File: src/rtl/seq_divider_pkg.sv
// Shared definitions for the sequential restoring divider: default widths,
// FSM state encoding and iteration-counter width.
// Optional feature macro: SEQ_DIV_DIV0_EN (early divide-by-zero exit + DIV0 flag).
package seq_div_pkg;

  // Dividend/quotient width, matching the multiplier RES width.
  localparam int NW_DEF = 17;
  // Divisor/remainder width, matching the multiplier operand width.
  localparam int DW_DEF = 8;
  // Iteration counter width for the default dividend width.
  localparam int CNT_W  = $clog2(NW_DEF);

  typedef enum logic [1:0] {
    IDLE = 2'd0,
    CALC = 2'd1,
    DONE = 2'd2
  } state_t;

endpackage

File: src/rtl/seq_divider_if.sv
// Operand/result handshake bundle for seq_divider.
// The divider is the slave side; the producer/consumer is the master side.
// Optional feature macro: SEQ_DIV_DIV0_EN (adds the div0 flag).
interface seq_divider_if
  import seq_div_pkg::*;
#(
  parameter int NW = NW_DEF,
  parameter int DW = DW_DEF
);

  logic          in_valid;
  logic          in_ready;
  logic [NW-1:0] n;
  logic [DW-1:0] d;
  logic          out_valid;
  logic          out_ready;
  logic [NW-1:0] q;
  logic [DW-1:0] r;
`ifdef SEQ_DIV_DIV0_EN
  logic          div0;
`endif

  modport slave (
    input  in_valid, n, d, out_ready,
`ifdef SEQ_DIV_DIV0_EN
    output div0,
`endif
    output in_ready, out_valid, q, r
  );

  modport master (
    output in_valid, n, d, out_ready,
`ifdef SEQ_DIV_DIV0_EN
    input  div0,
`endif
    input  in_ready, out_valid, q, r
  );

endinterface

File: src/rtl/seq_divider_div_step.sv
// One restoring-division iteration: shift the next dividend bit into the
// partial remainder, subtract the divisor when it fits, emit the quotient bit.
// Purely combinational; the top level reuses a single instance every cycle.
module div_step #(
  parameter int DW = 8
) (
  input  logic [DW:0]   i_rem,
  input  logic          i_n_msb,
  input  logic [DW-1:0] i_d,
  output logic [DW:0]   o_rem,
  output logic          o_q_bit
);

  logic [DW:0] w_trial;
  logic [DW:0] w_div_ext;

  // The remainder stays below the divisor, so its top bit is always free.
  assign w_trial   = {i_rem[DW-1:0], i_n_msb};
  assign w_div_ext = {1'b0, i_d};

  // Trial subtract: keep the difference only when the divisor fits.
  always_comb begin
    // NOTE: every output gets a default first so no path leaves it unassigned
    // (which would infer a latch).
    o_rem   = w_trial;
    o_q_bit = 1'b0;
    if (w_trial >= w_div_ext) begin
      o_rem   = w_trial - w_div_ext;
      o_q_bit = 1'b1;
    end
  end

endmodule

File: src/rtl/seq_divider.sv
// Sequential restoring divider: NW-bit dividend by DW-bit divisor, one
// quotient bit per clock, valid/ready handshake on operand and result sides.
// Optional feature macro: SEQ_DIV_DIV0_EN -- a zero divisor skips the
// iterations, returns after one cycle and raises div0.
module seq_divider
  import seq_div_pkg::*;
#(
  parameter int NW = NW_DEF,
  parameter int DW = DW_DEF
) (
  input  logic         clk,
  input  logic         rst_n,
  seq_divider_if.slave bus
);

  localparam int CW = $clog2(NW);
  localparam logic [CW-1:0] LAST_ITER = CW'(NW - 1);

  state_t        r_state;
  logic [NW-1:0] r_n;          // dividend shifting out, quotient shifting in
  logic [DW-1:0] r_d;
  logic [DW:0]   r_rem;
  logic [CW-1:0] r_cnt;
  logic [NW-1:0] r_q;
  logic [DW-1:0] r_r;
  logic          r_in_ready;
  logic          r_out_valid;
`ifdef SEQ_DIV_DIV0_EN
  logic          r_div0;
  logic          r_d_zero;     // divisor was zero at accept
`endif

  logic [DW:0]   w_rem_next;
  logic          w_q_bit;

  div_step #(.DW(DW)) u_step (
    .i_rem   (r_rem),
    .i_n_msb (r_n[NW-1]),
    .i_d     (r_d),
    .o_rem   (w_rem_next),
    .o_q_bit (w_q_bit)
  );

  assign bus.in_ready  = r_in_ready;
  assign bus.out_valid = r_out_valid;
  assign bus.q         = r_q;
  assign bus.r         = r_r;
`ifdef SEQ_DIV_DIV0_EN
  assign bus.div0      = r_div0;
`endif

  // Control FSM with datapath shift registers, counter and registered outputs.
  always_ff @(posedge clk) begin
    // NOTE: sequential state uses non-blocking assignments so every register
    // samples pre-edge values, regardless of statement order.
    if (!rst_n) begin
      r_state     <= IDLE;
      r_q         <= '0;
      r_r         <= '0;
      r_in_ready  <= 1'b1;
      r_out_valid <= 1'b0;
      // NOTE: the working registers are reset too; they are small and this
      // keeps simulation free of X on the divider datapath.
      r_n         <= '0;
      r_d         <= '0;
      r_rem       <= '0;
      r_cnt       <= '0;
`ifdef SEQ_DIV_DIV0_EN
      r_div0      <= 1'b0;
      r_d_zero    <= 1'b0;
`endif
    end else begin
      case (r_state)
        IDLE: begin
          if (bus.in_valid && r_in_ready) begin
            r_n        <= bus.n;
            r_d        <= bus.d;
            r_rem      <= '0;
            r_cnt      <= '0;
            r_in_ready <= 1'b0;
            r_state    <= CALC;
`ifdef SEQ_DIV_DIV0_EN
            r_d_zero   <= (bus.d == '0);
`endif
          end
        end

        CALC: begin
`ifdef SEQ_DIV_DIV0_EN
          if (r_d_zero) begin
            // r_n has not shifted yet, so its low bits are the residue.
            r_q         <= '1;
            r_r         <= r_n[DW-1:0];
            r_div0      <= 1'b1;
            r_out_valid <= 1'b1;
            r_state     <= DONE;
          end else
`endif
          begin
            r_rem <= w_rem_next;
            r_n   <= {r_n[NW-2:0], w_q_bit};
            r_cnt <= r_cnt + CW'(1);
            if (r_cnt == LAST_ITER) begin
              r_q         <= {r_n[NW-2:0], w_q_bit};
              r_r         <= w_rem_next[DW-1:0];
              r_out_valid <= 1'b1;
              r_state     <= DONE;
            end
          end
        end

        DONE: begin
          if (bus.out_ready) begin
            r_out_valid <= 1'b0;
            r_in_ready  <= 1'b1;
            r_state     <= IDLE;
`ifdef SEQ_DIV_DIV0_EN
            r_div0      <= 1'b0;
`endif
          end
        end

        default: begin
          r_state     <= IDLE;
          r_in_ready  <= 1'b1;
          r_out_valid <= 1'b0;
        end
      endcase
    end
  end

endmodule
File: src/flat_wrapper.sv
// flat-port wrapper written by rule: the top's interface ports become plain ports
module seq_divider_flat import seq_div_pkg::*;
#(
  parameter int NW = NW_DEF,
  parameter int DW = DW_DEF
)
  (clk, rst_n, bus_in_valid, bus_n, bus_d, bus_out_ready, bus_in_ready, bus_out_valid, bus_q, bus_r);
  seq_divider_if #(.NW(NW), .DW(DW)) bus_i ();
  input  logic clk;
  input  logic rst_n;
  input wire logic [$bits(bus_i.in_valid)-1:0] bus_in_valid;
  input wire logic [$bits(bus_i.n)-1:0] bus_n;
  input wire logic [$bits(bus_i.d)-1:0] bus_d;
  input wire logic [$bits(bus_i.out_ready)-1:0] bus_out_ready;
  output wire logic [$bits(bus_i.in_ready)-1:0] bus_in_ready;
  output wire logic [$bits(bus_i.out_valid)-1:0] bus_out_valid;
  output wire logic [$bits(bus_i.q)-1:0] bus_q;
  output wire logic [$bits(bus_i.r)-1:0] bus_r;
  assign bus_i.in_valid = bus_in_valid;
  assign bus_i.n = bus_n;
  assign bus_i.d = bus_d;
  assign bus_i.out_ready = bus_out_ready;
  assign bus_in_ready = bus_i.in_ready;
  assign bus_out_valid = bus_i.out_valid;
  assign bus_q = bus_i.q;
  assign bus_r = bus_i.r;
  seq_divider #(.NW(NW), .DW(DW)) u_core (.clk(clk), .rst_n(rst_n), .bus(bus_i));
endmodule
File: config.mk
export PLATFORM = sky130hd
export DESIGN_NAME = seq_divider_flat
export DESIGN_NICKNAME = d
export VERILOG_FILES = /design/src/rtl/seq_divider_pkg.sv /design/src/rtl/seq_divider_if.sv /design/src/rtl/seq_divider_div_step.sv /design/src/rtl/seq_divider.sv /design/src/flat_wrapper.sv
export SDC_FILE = /design/constraint.sdc
export NUM_CORES = 1
export LEC_CHECK = 0
export ABC_CLOCK_PERIOD_IN_PS = 2910
export CAP_MARGIN = 20
export CORE_MARGIN = 2
export CORE_UTILIZATION = 55
export CTS_CLUSTER_SIZE = 40
export DETAILED_ROUTE_END_ITERATION = 8
export DONT_BUFFER_PORTS = 1
export MAX_ROUTING_LAYER = met4
export PLACE_DENSITY = 0.7
export SYNTH_ARGS = -nofsm -noshare
export SYNTH_HDL_FRONTEND = slang
export SYNTH_SLANG_ARGS = --single-unit
export TNS_END_PERCENT = 10
File: constraint.sdc
create_clock -name clk -period 2.91 [get_ports clk]
set_input_delay 0.4365 -clock clk [delete_from_list [all_inputs] [get_ports clk]]
set_output_delay 0.4365 -clock clk [all_outputs]
set_load 0.1 [all_outputs]
# Word-level counts from Yosys, hierarchy flattened
# Index checks and enable logic that the tools add are counted.
[classes]
bitwise = 2
add_sub_neg = 2
n_eq_ne = 6
magnitude_cmp = 1
n_mux = 18
reduce_logical = 9
[op_table]
columns = ["op", "n"]
rows = [
  ["17-bit case mux with 2 select lines", 1],
  ["17-bit two-way mux", 1],
  ["8-bit two-way mux", 2],
  ["8-bit case mux with 2 select lines", 1],
  ["5-bit case mux with 2 select lines", 1],
  ["9-bit by 8-bit greater-or-equal comparator with 1-bit output", 1],
  ["3-bit AND reduction", 3],
  ["8-bit subtractor", 1],
  ["2-bit two-way mux", 3],
  ["1-bit case mux with 3 select lines", 2],
  ["2-bit case mux with 3 select lines", 1],
  ["2-bit AND reduction", 3],
  ["5-bit by 1-bit adder with 5-bit output, second input constant", 1],
  ["5-bit == test, second input constant", 1],
  ["1-bit two-way mux", 5],
  ["5-bit two-way mux", 1],
  ["2-bit by 1-bit != test with 1-bit output, second input constant", 2],
  ["2-bit by 1-bit == test with 1-bit output, second input constant", 1],
  ["2-bit == test, second input constant", 1],
  ["2-bit zero test", 1],
  ["2-bit != test, second input constant", 1],
  ["1-bit inverter", 2],
  ["2-bit nonzero test", 1],
  ["1-bit logical AND", 1],
]
[word_totals]
inputBits = 29
ff_bits = 67
out_inout_bits = 27

# Depth between registers and ports, before layout
[depth]
word_depth = 3
mapped_depth = 9
depth_no_buf = 9

# Hierarchy
# From an unflattened synthesis, not the netlist that was laid out.
[unflattened]
cells_unflattened = 387
hier_area_um2 = 3357.0
[by_module_without_submodules]
columns = ["mod", "n_inst", "cells_per_inst", "area_per_inst_um2", "seq_area_each_um2"]
rows = [
  ["seq_divider", 1, 311, 2810.2, 1361.3],
  ["div_step", 1, 76, 546.8, 0.0],
]

# Least setup slack after synthesis
# Ideal clock, no wire load.
[synth_path]
path_kind = "register to register"
start = "reg u_core.r_in_ready (netlist: u_core.bus.in_ready)"
end = "reg u_core.r_n[1]"
arrival_ps = 2079
path_slack_ps = 740
synth_period_minus_slack_ps = 2170
stages_incl_launch_ff = 6
setup_ps = 91
cell_sequence = "dfxtp_1 a21oi_1 nor2_1 clkbuf_1 nor2_1 a311oi_1"
[synth_via]
elab_chain_cells = 3
[synth_rtl]
columns = ["element", "line", "rtl"]
rows = [
  ["start, declared", "seq_divider.sv:26", "logic r_in_ready;"],
  ["start signal, assigned", "seq_divider.sv:60", "r_in_ready <= 1'b1;"],
  ["start signal, assigned", "seq_divider.sv:80", "r_in_ready <= 1'b0;"],
  ["start signal, assigned", "seq_divider.sv:115", "r_in_ready <= 1'b1;"],
  ["1-bit logical AND", "seq_divider.sv:75", "if (bus.in_valid && r_in_ready) begin"],
  ["2-bit by 1-bit != test with 1-bit output (no line)", "n/a", ""],
  ["2-bit AND reduction (no line)", "n/a", ""],
  ["end signal, assigned", "seq_divider.sv:76", "r_n <= bus.n;"],
  ["end signal, assigned", "seq_divider.sv:101", "r_n <= {r_n[NW-2:0], w_q_bit};"],
  ["end, declared", "seq_divider.sv:20", "logic [NW-1:0] r_n;"],
]
# No other way between the ends.
# A chain may end at the register's enable or synchronous reset.

# Final worst setup path
[layout_path]
start = "reg u_core.r_rem[0]"
end = "reg u_core.r_r[0] (netlist: u_core.bus.r[0])"
[layout_via]
elab_chain_cells = 2
[layout_rtl]
columns = ["element", "line", "rtl"]
rows = [
  ["start, declared", "seq_divider.sv:22", "logic [DW:0] r_rem;"],
  ["start signal, assigned", "seq_divider.sv:100", "r_rem <= w_rem_next;"],
  ["9-bit by 8-bit greater-or-equal comparator with 1-bit output", "seq_divider_div_step.sv:27", "if (w_trial >= w_div_ext) begin"],
  ["8-bit two-way mux", "seq_divider_div_step.sv:27", ""],
  ["end signal, assigned", "seq_divider.sv:105", "r_r <= w_rem_next[DW-1:0];"],
  ["end, declared", "seq_divider.sv:25", "logic [DW-1:0] r_r;"],
]
# No other way between the ends.

==> flow_metrics.tcl <==
set metrics [dict create \
    max-slew-margin-rel_pct 33.5 \
    power.density_nw_per_um2 754 \
    min-delay-start "rst_n" \
    p_leak_nw 1.22 \
    syn2layout_area_growth_pct 7.25 \
    intPower_mw 1.64 \
    grt_max_degree 30 \
    hold_class "input port to flip-flop" \
    required_ns 3.16 \
    syn-instance-count 403 \
    nets 435 \
    ys_types 50 \
    tritoncts "done" \
    cts_max_path_buffers 2 \
    start_util_pct 57.3 \
    clock_sinks 67 \
    fin_crit_sh_pct 80.8 \
    ir_drop_uv 461 \
    p_seq_share_pct 40.2 \
    die_w_microns 80 \
    path_max_fanout 15 \
    antennaDiodeCount 0 \
    skew_ns 0.00864 \
    viasPerCell 6.00 \
    postLayoutCoreUtil_pct 61.5 \
    yosysWarnings 0 \
    cts_buffers 9 \
    arrival_ns 2.60 \
    wl_per_cell_microns 16.1 \
    synth.avg_cell_area_sq_um 7.88 \
    ys.flop_type "dfxtp_1" \
    r2r-end "u_core.bus.r[0]" \
    fp-row-count 27 \
    grt-ovfl-total 0 \
    antenna_found_initial 0 \
    grt_usage_pct 26.0 \
    n_fill_cell 512 \
    hold_viol 0 \
    synth_top_area_share_pct 42.2 \
    period_needed_ns 2.35 \
    root_buffer "clkbuf_8" \
    drt_pass1_iterations 5 \
    hold_buffers 0 \
    cap_violations 0 \
    drive_above_1_share_pct 8.50 \
    numPortBuffers 0 \
    startpoint_type "flip-flop" \
    r2r-start "u_core.r_rem[0]" \
    async_flop_share_pct 0 \
    drv_slew 0 \
    swShare_pct 36.2 \
    clk_pin_slew_ns 0.07 \
    combPwrFrac_pct 29.9 \
    drc 0 \
    synth_area_leaders "dfxtp_1 42%, nand2_1 9.7%, a21oi_1 6.1%" \
    grt_setup_unrepaired "no" \
    holdPathStages 1 \
    die_h_microns 80 \
    drtAntennaViolNets 0 \
    setup_ws_ns 0.558 \
    gp_congestion 0.946 \
    core_area_sq_um 5540 \
    yosysSeqAreaShare_pct 42.2 \
    post-cts-setup-buffer-count 0 \
    setup-tns-final_ns 0 \
    vias 2832 \
    setup_viol 0 \
    synth_area_sq_um 3180 \
    h-tree-depth 3 \
    ys_ff_latch 67 \
    hold_path_end "u_core.bus.in_ready" \
    place_ws_ns 0.601 \
    io_pins 56 \
    power_switching_mw 0.929 \
    worst_setup_path_end_kind "flip-flop" \
    grt_pass1_vias 2549 \
    synth_area_leader_cell "dfxtp_1" \
    fin_area_sq_um 3410 \
    synth_edf_count 0 \
    cts_resized 0 \
    worst_pin_slew_ns 0.996 \
    worstSetupStartpoint "u_core.r_rem[0]" \
    clkLatencyLatePin_ns 0.35 \
    reg2regPathDepth 6 \
    grt_first_pass_wirelength_mm 12.6 \
    fmax_mhz 425 \
    totalWireLength_mm 7.58 \
    critPathKind "flip-flop to flip-flop" \
    synth_fp_nets 443 \
    dieArea_sq_um 6400 \
    r2r_slack_ns 0.56 \
    drt_iter0_markers 199 \
    dpl_cell_area_sq_um 3210 \
    dp_hpwl_mm 5.35 \
    pwr-share-clk_pct 29.9 \
    outcome "completed" \
]
-- registers in the layout, indices dropped and copies added (netlist names) --
register and count:
u_core.bus.r 8, u_core.r_d 8, u_core.bus.in_ready 1, u_core.bus.out_valid 1
u_core.r_n 17, u_core.r_cnt 5, u_core.r_state 2, u_core.bus.q 17
u_core.r_rem 8
-- kinds of logic after synthesis --
logic type                 Yosys count  share of synthesized area [%]
AOI/OAI and AO/OA                  113                           23.8
adders and majority gates           11                           4.57
buffers and inverters               43                           5.67
and+or+nand+nor                    165                           22.6
DFF                                 67                           42.2
muxes                                1                          0.354
xor gates and xnor gates             3                          0.827
-- layer usage --
layer	up-vias	track usage [%]	wire (microns)
met5	-	-	0
met4	0	8.81	129
met1	1311	34.0	3460
met3	12	6.11	512
met2	95	39.6	3480
li1	1414	-	-
-- through the flow --
stage / std cells / hold slack (ns) / power [mW]
global route: 472 / 0.198 / 2.71
floorplan: 403 / 0.436 / 1.67
finish: 472 / 0.181 / 2.57
global placement: 456 / 0.446 / 1.79
CTS: 472 / 0.172 / 2.56
detailed placement: 456 / 0.450 / 1.80
-- final cells by class --
cell class | count | area [sq um] | area share, %
multi-input cells | 293 | 1660 | 48.6
inverters | 14 | 52.6 | 1.54
clock buffers | 10 | 128 | 3.75
repair buffers | 10 | 75.1 | 2.20
clock inverters | 6 | 65.1 | 1.91
well taps | 72 | 90.1 | 2.64
flip-flops and latches | 67 | 1340 | 39.4
-- worst max-delay path by stage --
stage                                  to  slack [ns]
after floorplan             u_core.r_n[1]        0.74
after global placement    u_core.bus.r[0]        0.66
after detailed placement  u_core.bus.r[0]        0.60
after CTS                 u_core.bus.r[0]        0.58
after global routing      u_core.bus.q[0]        0.33
final                     u_core.bus.r[0]        0.56
-- power groups by stage --
stage                     registers (mW)  clock network (mW)  logic [mW]
final                               1.03               0.767       0.768
after global routing                1.04               0.817       0.852
after CTS                           1.03               0.779       0.754
after detailed placement            1.05                   0       0.752
after global placement              1.05                   0       0.741
after floorplan                     1.04                   0       0.631
-- cells in the final DEF (no fill, tap or decap), types with 2 or more instances in the layout --
cell and count:
nor2_1 35, nand2b_1 3, o22ai_1 3, ha_1 10, xor2_1 2, dfxtp_1 67, o31ai_1 4, clkinv_2 2
and3_1 2, a2111o_1 2, or2_2 3, nand2_1 82, clkbuf_8 9, inv_1 13, o311ai_0 2, and2_1 2
a311oi_1 14, a211oi_1 5, o21ai_0 15, nor2b_1 4, or3_1 2, buf_4 10, nor3_1 7, o211ai_1 6
o21a_1 3, a21oi_1 39, a31oi_1 5, nand4_1 3, nand3_1 18, a222oi_1 3, a22oi_1 2
-- cells in the mapped netlist (3+ instances only) --
library cell / instances
or2_2: 3
o21a_1: 3
inv_1: 13
nor2_1: 35
a31oi_1: 5
a311oi_1: 14
a211oi_1: 5
nor3_1: 7
nand2_1: 82
clkbuf_1: 21
nor2b_1: 4
nand2b_1: 3
nand3_1: 18
o211ai_1: 6
a222oi_1: 3
o22ai_1: 3
buf_2: 6
nand4_1: 3
ha_1: 10
o21ai_0: 15
dfxtp_1: 67
o31ai_1: 4
a21oi_1: 39
-- critical path, cell delays in order, from the launching register on --
cell,delay [ns]
dfxtp_1,0.47
ha_1,0.29
nor2b_1,0.16
o22ai_1,0.31
a31o_1,0.57
nand2_1,0.17
o311ai_1,0.29
Power figures use the tool's default switching activity.
